[config.mk]
export PLATFORM = sky130hd
export DESIGN_NAME = masked_hpc3_chain_ctrl
export DESIGN_NICKNAME = d
export VERILOG_FILES = /design/src/rtl/masked_hpc3_chain_ctrl.sv
export SDC_FILE = /design/constraint.sdc
export NUM_CORES = 1
export LEC_CHECK = 0
export ABC_AREA = 1
export CORE_MARGIN = 10
export CORE_UTILIZATION = 52
export CTS_CLUSTER_DIAMETER = 50
export DETAILED_ROUTE_END_ITERATION = 7
export GPL_TIMING_DRIVEN = 0
export PLACE_DENSITY = 0.89
export REMOVE_ABC_BUFFERS = 1
export SYNTH_ARGS = -nofsm -noshare
export SYNTH_HDL_FRONTEND = slang
export SYNTH_SLANG_ARGS = --single-unit
[constraint.sdc]
create_clock -name in_clock -period 2.6 [get_ports in_clock]
set_input_delay 0.52 -clock in_clock [delete_from_list [all_inputs] [get_ports in_clock]]
set_output_delay 0.52 -clock in_clock [all_outputs]
set_load 0.01 [all_outputs]
[src/rtl/masked_hpc3_chain_ctrl.sv]
// Issue/credit sequencer for a chained pair of masked HPC3 multipliers.
// Issues an op only when operands, fresh randomness and a result-buffer slot are all available.
module masked_hpc3_chain_ctrl #(
    parameter  int LATENCY     = 2,
    parameter  int DEPTH       = 4,
    parameter  int COUNT_WIDTH = 16,
    localparam int ADDR_W      = $clog2(DEPTH)
) (
    input  logic                   in_clock,
    input  logic                   in_reset,
    input  logic                   in_enable,
    input  logic                   in_flush,
    input  logic                   in_op_valid,
    output logic                   out_op_ready,
    input  logic                   in_rand_valid,
    output logic                   out_rand_ready,
    output logic                   out_cb_rand_load,
    output logic [LATENCY-1:0]     out_stage_valid,
    output logic                   out_buf_wr_en,
    output logic [ADDR_W-1:0]      out_buf_wr_addr,
    output logic [ADDR_W-1:0]      out_buf_rd_addr,
    output logic                   out_res_valid,
    input  logic                   in_res_ready,
    output logic                   out_busy,
    output logic [COUNT_WIDTH-1:0] out_op_count
);

    typedef enum logic [1:0] {
        S_IDLE  = 2'd0,
        S_RUN   = 2'd1,
        S_DRAIN = 2'd2,
        S_FLUSH = 2'd3
    } state_t;

    localparam logic [ADDR_W:0] FULL_CREDITS = (ADDR_W+1)'(DEPTH);

    state_t                 r_state;
    state_t                 w_state_nxt;
    logic [LATENCY-1:0]     r_vld_pipe;
    logic [ADDR_W-1:0]      r_wr_addr;
    logic [ADDR_W-1:0]      r_rd_addr;
    logic [ADDR_W:0]        r_count;
    logic [ADDR_W:0]        r_credits;
    logic [COUNT_WIDTH-1:0] r_op_count;

    logic w_run;
    logic w_has_credit;
    logic w_issue;
    logic w_pipe_empty;
    logic w_write;
    logic w_res_valid;
    logic w_pop;
    logic w_flush_exit;

    // Both handshake channels depend on the other side's valid so they always fire as a pair.
    always_comb begin
        w_run        = (r_state == S_RUN);
        w_has_credit = (r_credits != '0);
        w_issue      = w_run & w_has_credit & in_op_valid & in_rand_valid;
        w_pipe_empty = (r_vld_pipe == '0);
        w_write      = r_vld_pipe[LATENCY-1] & (r_state != S_FLUSH);
        w_res_valid  = (r_count != '0) & (r_state != S_FLUSH);
        w_pop        = w_res_valid & in_res_ready;
        w_flush_exit = (r_state == S_FLUSH) & (w_state_nxt == S_IDLE);
    end

    always_comb begin
        w_state_nxt = r_state;
        if (in_flush) begin
            w_state_nxt = S_FLUSH;
        end else begin
            case (r_state)
                S_IDLE:  if (in_enable) w_state_nxt = S_RUN;
                S_RUN:   if (!in_enable) w_state_nxt = S_DRAIN;
                S_DRAIN: begin
                    if (in_enable)         w_state_nxt = S_RUN;
                    else if (w_pipe_empty) w_state_nxt = S_IDLE;
                end
                S_FLUSH: if (w_pipe_empty) w_state_nxt = S_IDLE;
                default: w_state_nxt = S_IDLE;
            endcase
        end
    end

    always_ff @(posedge in_clock or negedge in_reset) begin
        if (!in_reset) r_state <= S_IDLE;
        else           r_state <= w_state_nxt;
    end

    // In-flight ops keep moving during a flush; only their buffer writes are dropped.
    always_ff @(posedge in_clock or negedge in_reset) begin
        if (!in_reset) begin
            r_vld_pipe <= '0;
        end else begin
            r_vld_pipe[0] <= w_issue;
            for (int i = 1; i < LATENCY; i++) r_vld_pipe[i] <= r_vld_pipe[i-1];
        end
    end

    always_ff @(posedge in_clock or negedge in_reset) begin
        if (!in_reset) begin
            r_wr_addr  <= '0;
            r_rd_addr  <= '0;
            r_count    <= '0;
            r_credits  <= FULL_CREDITS;
            r_op_count <= '0;
        end else if (w_flush_exit) begin
            r_wr_addr  <= '0;
            r_rd_addr  <= '0;
            r_count    <= '0;
            r_credits  <= FULL_CREDITS;
            r_op_count <= '0;
        end else begin
            if (w_write) r_wr_addr <= r_wr_addr + ADDR_W'(1);
            if (w_pop)   r_rd_addr <= r_rd_addr + ADDR_W'(1);
            if (w_issue) r_op_count <= r_op_count + COUNT_WIDTH'(1);

            case ({w_write, w_pop})
                2'b10:   r_count <= r_count + (ADDR_W+1)'(1);
                2'b01:   r_count <= r_count - (ADDR_W+1)'(1);
                default: r_count <= r_count;
            endcase

            // A credit leaves with each issue and returns when its result is popped.
            case ({w_issue, w_pop})
                2'b10:   r_credits <= r_credits - (ADDR_W+1)'(1);
                2'b01:   r_credits <= r_credits + (ADDR_W+1)'(1);
                default: r_credits <= r_credits;
            endcase
        end
    end

    always_comb begin
        out_op_ready     = w_run & w_has_credit & in_rand_valid;
        out_rand_ready   = w_run & w_has_credit & in_op_valid;
        out_cb_rand_load = w_issue;
        out_stage_valid  = r_vld_pipe;
        out_buf_wr_en    = w_write;
        out_buf_wr_addr  = r_wr_addr;
        out_buf_rd_addr  = r_rd_addr;
        out_res_valid    = w_res_valid;
        out_busy         = (r_state != S_IDLE) | ~w_pipe_empty;
        out_op_count     = r_op_count;
    end

endmodule

Yosys cells after proc, flatten, opt, wreduce, memory -nomap -nowiden

Index checks and enable logic that the tools add are counted.
W data, S select, Z words.

Bits in registers: 30
Word-level logic and storage cells: 59

Reduce and logical (&&, ||, !) cells: 11
Bitwise operators: 10
Multiplexer cells: 16
Eq/ne operators: 8
$add $sub $neg: 7

Operators with widths:

| cell                    | count |
|---|---|
| $mux W16                | 2 |
| $mux W2                 | 9 |
| $add A16 B1 Y16 const B | 1 |
| $pmux W3 S2             | 2 |
| $reduce_bool A3 Y1      | 4 |
| $and A1 B1 Y1           | 8 |
| $eq A2 B2 Y1 const B    | 4 |
| $pmux W2 S4             | 1 |
| $reduce_bool A2 Y1      | 4 |
| $add A3 B1 Y3 const B   | 2 |
| $eq A2 B1 Y1 const B    | 3 |
| $logic_not A2 Y1        | 3 |
| $mux W3                 | 2 |
| $sub A3 B1 Y3 const B   | 2 |
| $add A2 B1 Y2 const B   | 2 |
| $ne A2 B2 Y1 const B    | 1 |
| $not A1 Y1              | 1 |
| $or A1 B1 Y1            | 1 |

Logic depth before layout (Yosys ltp)

Depth after elaboration: 8
Mapped depth: 12

Least setup slack after synthesis

No wires, ideal clock.

Path kind: register to register
Start point: reg r_credits[2]
End point: reg r_credits[1]
Library setup time: 0.066 ns
Stages on the path, launching flop included: 11
Buffers on the path: 0
Setup slack: 0.660 ns
Data arrival time: 1.874 ns
Path through: dfstp_2 > nor2_1 > nand2_1 > nand4_4 > nand2_1 > inv_1 > fa_1 > or2_2 > inv_1 > nand2_1 > nand2_1

Word-level cells in the longest chain between the ends: 7
Elaborated cells on any way between the ends: 9

RTL lines:

| item                                         | line | RTL |
|---|---|---|
| start, declared                              | 43   | `logic [ADDR_W:0] r_credits;` |
| start signal, assigned                       | 126  | `2'b10: r_credits <= r_credits - (ADDR_W+1)'(1);` |
| start signal, assigned                       | 127  | `2'b01: r_credits <= r_credits + (ADDR_W+1)'(1);` |
| start signal, assigned                       | 128  | `default: r_credits <= r_credits;` |
| $reduce_bool A3 Y1 *                         | 58   | `w_has_credit = (r_credits != '0);` |
| $and A1 B1 Y1 * (3 in a row)                 | 59   | `w_issue = w_run & w_has_credit & in_op_valid & in_rand_valid;` |
| $eq A2 B1 Y1 or $eq A2 B2 Y1 (tied branches) | 125  | `case ({w_issue, w_pop})` |
| $pmux W3 S2                                  | 125  |  |
| $mux W3                                      | 107  | `end else if (w_flush_exit) begin` |

Mark *: on every way between the ends. The rest lies on a longest branch, timed or not.
A chain may end at the register's enable or synchronous reset.

Worst setup path after layout

Start point: reg r_credits[2]
End point: out out_cb_rand_load

Word-level cells in the longest chain between the ends: 4

RTL lines:

| item                       | line | RTL |
|---|---|---|
| $reduce_bool A3 Y1         | 58   |  |
| $and A1 B1 Y1 (3 in a row) | 59   |  |
| end, declared              | 17   | `output logic out_cb_rand_load,` |

No other way between the ends.

==> run summary <==
status: complete, no violations
Std-Cell Rows: 21
max_cap viols: 0
Yosys top cell area share: 39.8%
final hold violations: 0
critical path's slowest cell: dfstp_2
DIE HEIGHT: 79.2 um
RSZ-0062 raised after global routing: no
Critical Path RT: 2.08 ns
sequential element share of the synthesized area: 41.2%
fin nets: 295
Worst-Margin Slew: 0.726 ns
Worst setup EP type: output port
top cells by area, synth: dfrtp_1, nand2_1, nor2_1
RePlAce Congestion: 0.883
beginning of the critical path: r_credits[2]$_DFFE_PN1P_
reg2reg start: r_credits[2]$_DFFE_PN1P_
min setup slack post-route: 0.120 ns
Worst-Skew Late Latency: 0.34 ns
share of cells above drive strength 1: 8.42%
Min Clock Period, post-route: 2.48 ns
Mapped Cells: 246
Total GRT Usage: 14.4%
WL met3: 278 um
TritonRoute pass-1 iters: 4
crit path cell chain: nor2_1 -> nand2_1 -> nand3_2 -> nor2_8 -> clkdlybuf4s50_1
CTS tree: yes
Root Buffer: clkbuf_4
Overflow after GRT: 0
dpl hpwl: 3220 um
first-pass GRT wire length: 7350 um
Peak supply drop: 0.454 mV
worst setup path class: reg2out
Via Count: 1,704
Starting Density: 54.2%
Achievable Freq: 0.403 GHz
Largest stage delay, worst path: 0.56 ns
final wirelength: 4270 um
number of global-route vias before repair: 1,620
Synth area leader: dfrtp_1
combinational cell fraction of total power: 37.3%
Netlist Area Pre-Place: 1820 um^2
power density over the cells: 620 nW/um^2
Hold Path Class: in2async
Switch Pwr: 0.000516 W
Top Ports: 35
Fin Clk Skew: 0.00474 ns
Pint: 0.000877 W
CORE AREA: 3360 um^2
Longest Clk Path Bufs: 2
I/O Buffers: 34
final hold slack: 0.201 ns
Clock Power Share: 18.7%
leading cell types in the layout, fill and taps excluded: nand2_1, nor2_1, clkdlybuf4s50_1
post-route ant nets: 0
htree depth: 2
FF+latch count, synth: 30
Sink Count: 30
setup tns final: 0 ns
most common cell after layout, fill and taps aside: nand2_1
DRT iter0 DRCs: 138
cts repair resizes: 0
Area Growth Syn to Fin: 23.3%
CP arrival: 1.96 ns
Met2 Wirelength: 2080 um
n_diodes: 0
vias per cell: 5.15
Max Fanout on Critical Path: 3
final worst path period share: 95.4%
die area: 6280 um^2
M1 WL: 1820 um
worst rel slew slack: 51.5%
die width: 79.2 um
number of distinct library cells after synthesis: 33
initial antenna violation count: 0
CP startpoint kind: flip-flop
Net Sw Frac: 37.0%
largest net degree at the start of global routing: 31
Yosys Warn Count: 0
sequential share of power: 44.0%
Residual DRC: 0
Layout Cells excl Fill: 331
Clock Pin Slew Worst Setup and Hold Paths: 0.09 ns
Avg Cell Area, Syn: 7.42 um^2
max-slew violation count: 0
Place WS: 0.0190 ns
Inst Count DP: 323
Leakage: 1.10 nW
final setup fails: 0
wire per inst: 12.9 um
max layer used: met4
TritonCTS Buffers: 5
==> power by group through the flow <==
stage | Sequential (W) | Combinational (W) | Clock, W
6_report | 0.000613 | 0.000519 | 0.000260
5_1_grt | 0.000625 | 0.000585 | 0.000286
4_1_cts | 0.000611 | 0.000525 | 0.000262
3_5_place_dp | 0.000620 | 0.000522 | 0
3_3_place_gp | 0.000616 | 0.000506 | 0
2_1_floorplan | 0.000623 | 0.000324 | 0
==> cell type report <==
type	count	area [um^2]
tap	46	57.6
multi-input combinational	181	931
timing repair buffer	35	343
fill	299	1110
inverter	32	120
clock buffer	7	45.0
sequential	30	752
==> cells by family after synthesis <==
kind of cell    share of synthesized area (%)
xor+xnor                                 2.40
simple gates                             40.2
flops                                    41.2
compound gates                           5.56
fa+ha+maj                                2.88
buf+inv                                  7.75
==> path summary, 6_finish.rpt <==
check	to	slack, ns	cells after the start
min in group in_clock	out_stage_valid[1]$_DFF_PN0_	0.40	0
setup reg to reg	r_credits[1]$_DFFE_PN0P_	0.45	10
max in group asynchronous	r_state[0]$_DFF_PN0_	1.97	1
hold reg to reg	out_stage_valid[1]$_DFF_PN0_	0.40	0
setup / recovery	out_cb_rand_load	0.12	5
hold / removal	out_buf_rd_addr[1]$_DFFE_PN0P_	0.20	1
==> critical path: cells and delay by family (launching register included) <==
family | cells | cell delay (ns)
DFF | 1 | 0.56
and+or+nand+nor | 4 | 0.52
buffers and inverters | 1 | 0.54
==> registers in the layout (all words and copies together) (netlist names) <==
name and count:
out_buf_rd_addr 2, out_buf_wr_addr 2, out_stage_valid 2, out_op_count 16, r_state 2, r_count 3, r_credits 3
==> synth_stat cells <==
cell type,n
nand2_1,72
nor2_1,33
inv_1,30
dfrtp_1,29
nand3_1,20
nand4_1,13
o21ai_0,7
a21oi_1,5
or2_2,3
xor2_1,3
buf_2,2
fa_1,2
inv_2,2
nand2_2,2
nand3_2,2
nor3_1,2
o21ai_1,2
xnor2_1,2
a21o_1,1
and2_1,1
buf_6,1
dfstp_2,1
ha_1,1
nand2_4,1
nand3b_1,1
nand4_2,1
nand4_4,1
nor2_2,1
nor2_4,1
nor2_8,1
o21a_1,1
o21ai_2,1
o21bai_1,1
==> metrics by stage <==
stage	instance area, um^2	total power, W	util [%]
floorplan	1800	0.000947	-
global placement	2200	0.00112	65.4
detailed placement	2200	0.00114	65.4
CTS	2250	0.00140	67.0
global route	2250	0.00150	66.9
finish	2250	0.00139	66.9
==> routing by layer <==
| layer | vias up | GRT usage (%) |
|---|---|---|
| met4 | 0 | 8.24 |
| met2 | 51 | 23.6 |
| met5 | - | 0 |
| met1 | 771 | 17.0 |
| li1 | 874 | - |
| met3 | 8 | 3.27 |
==> repair_timing <==
item	in CTS	in global routing
endpoints found under the setup margin	1	0
setup buffers	1	0
hold buffers	0	0
hold endpoints to repair	0	0
Power figures use the tool's default switching activity.
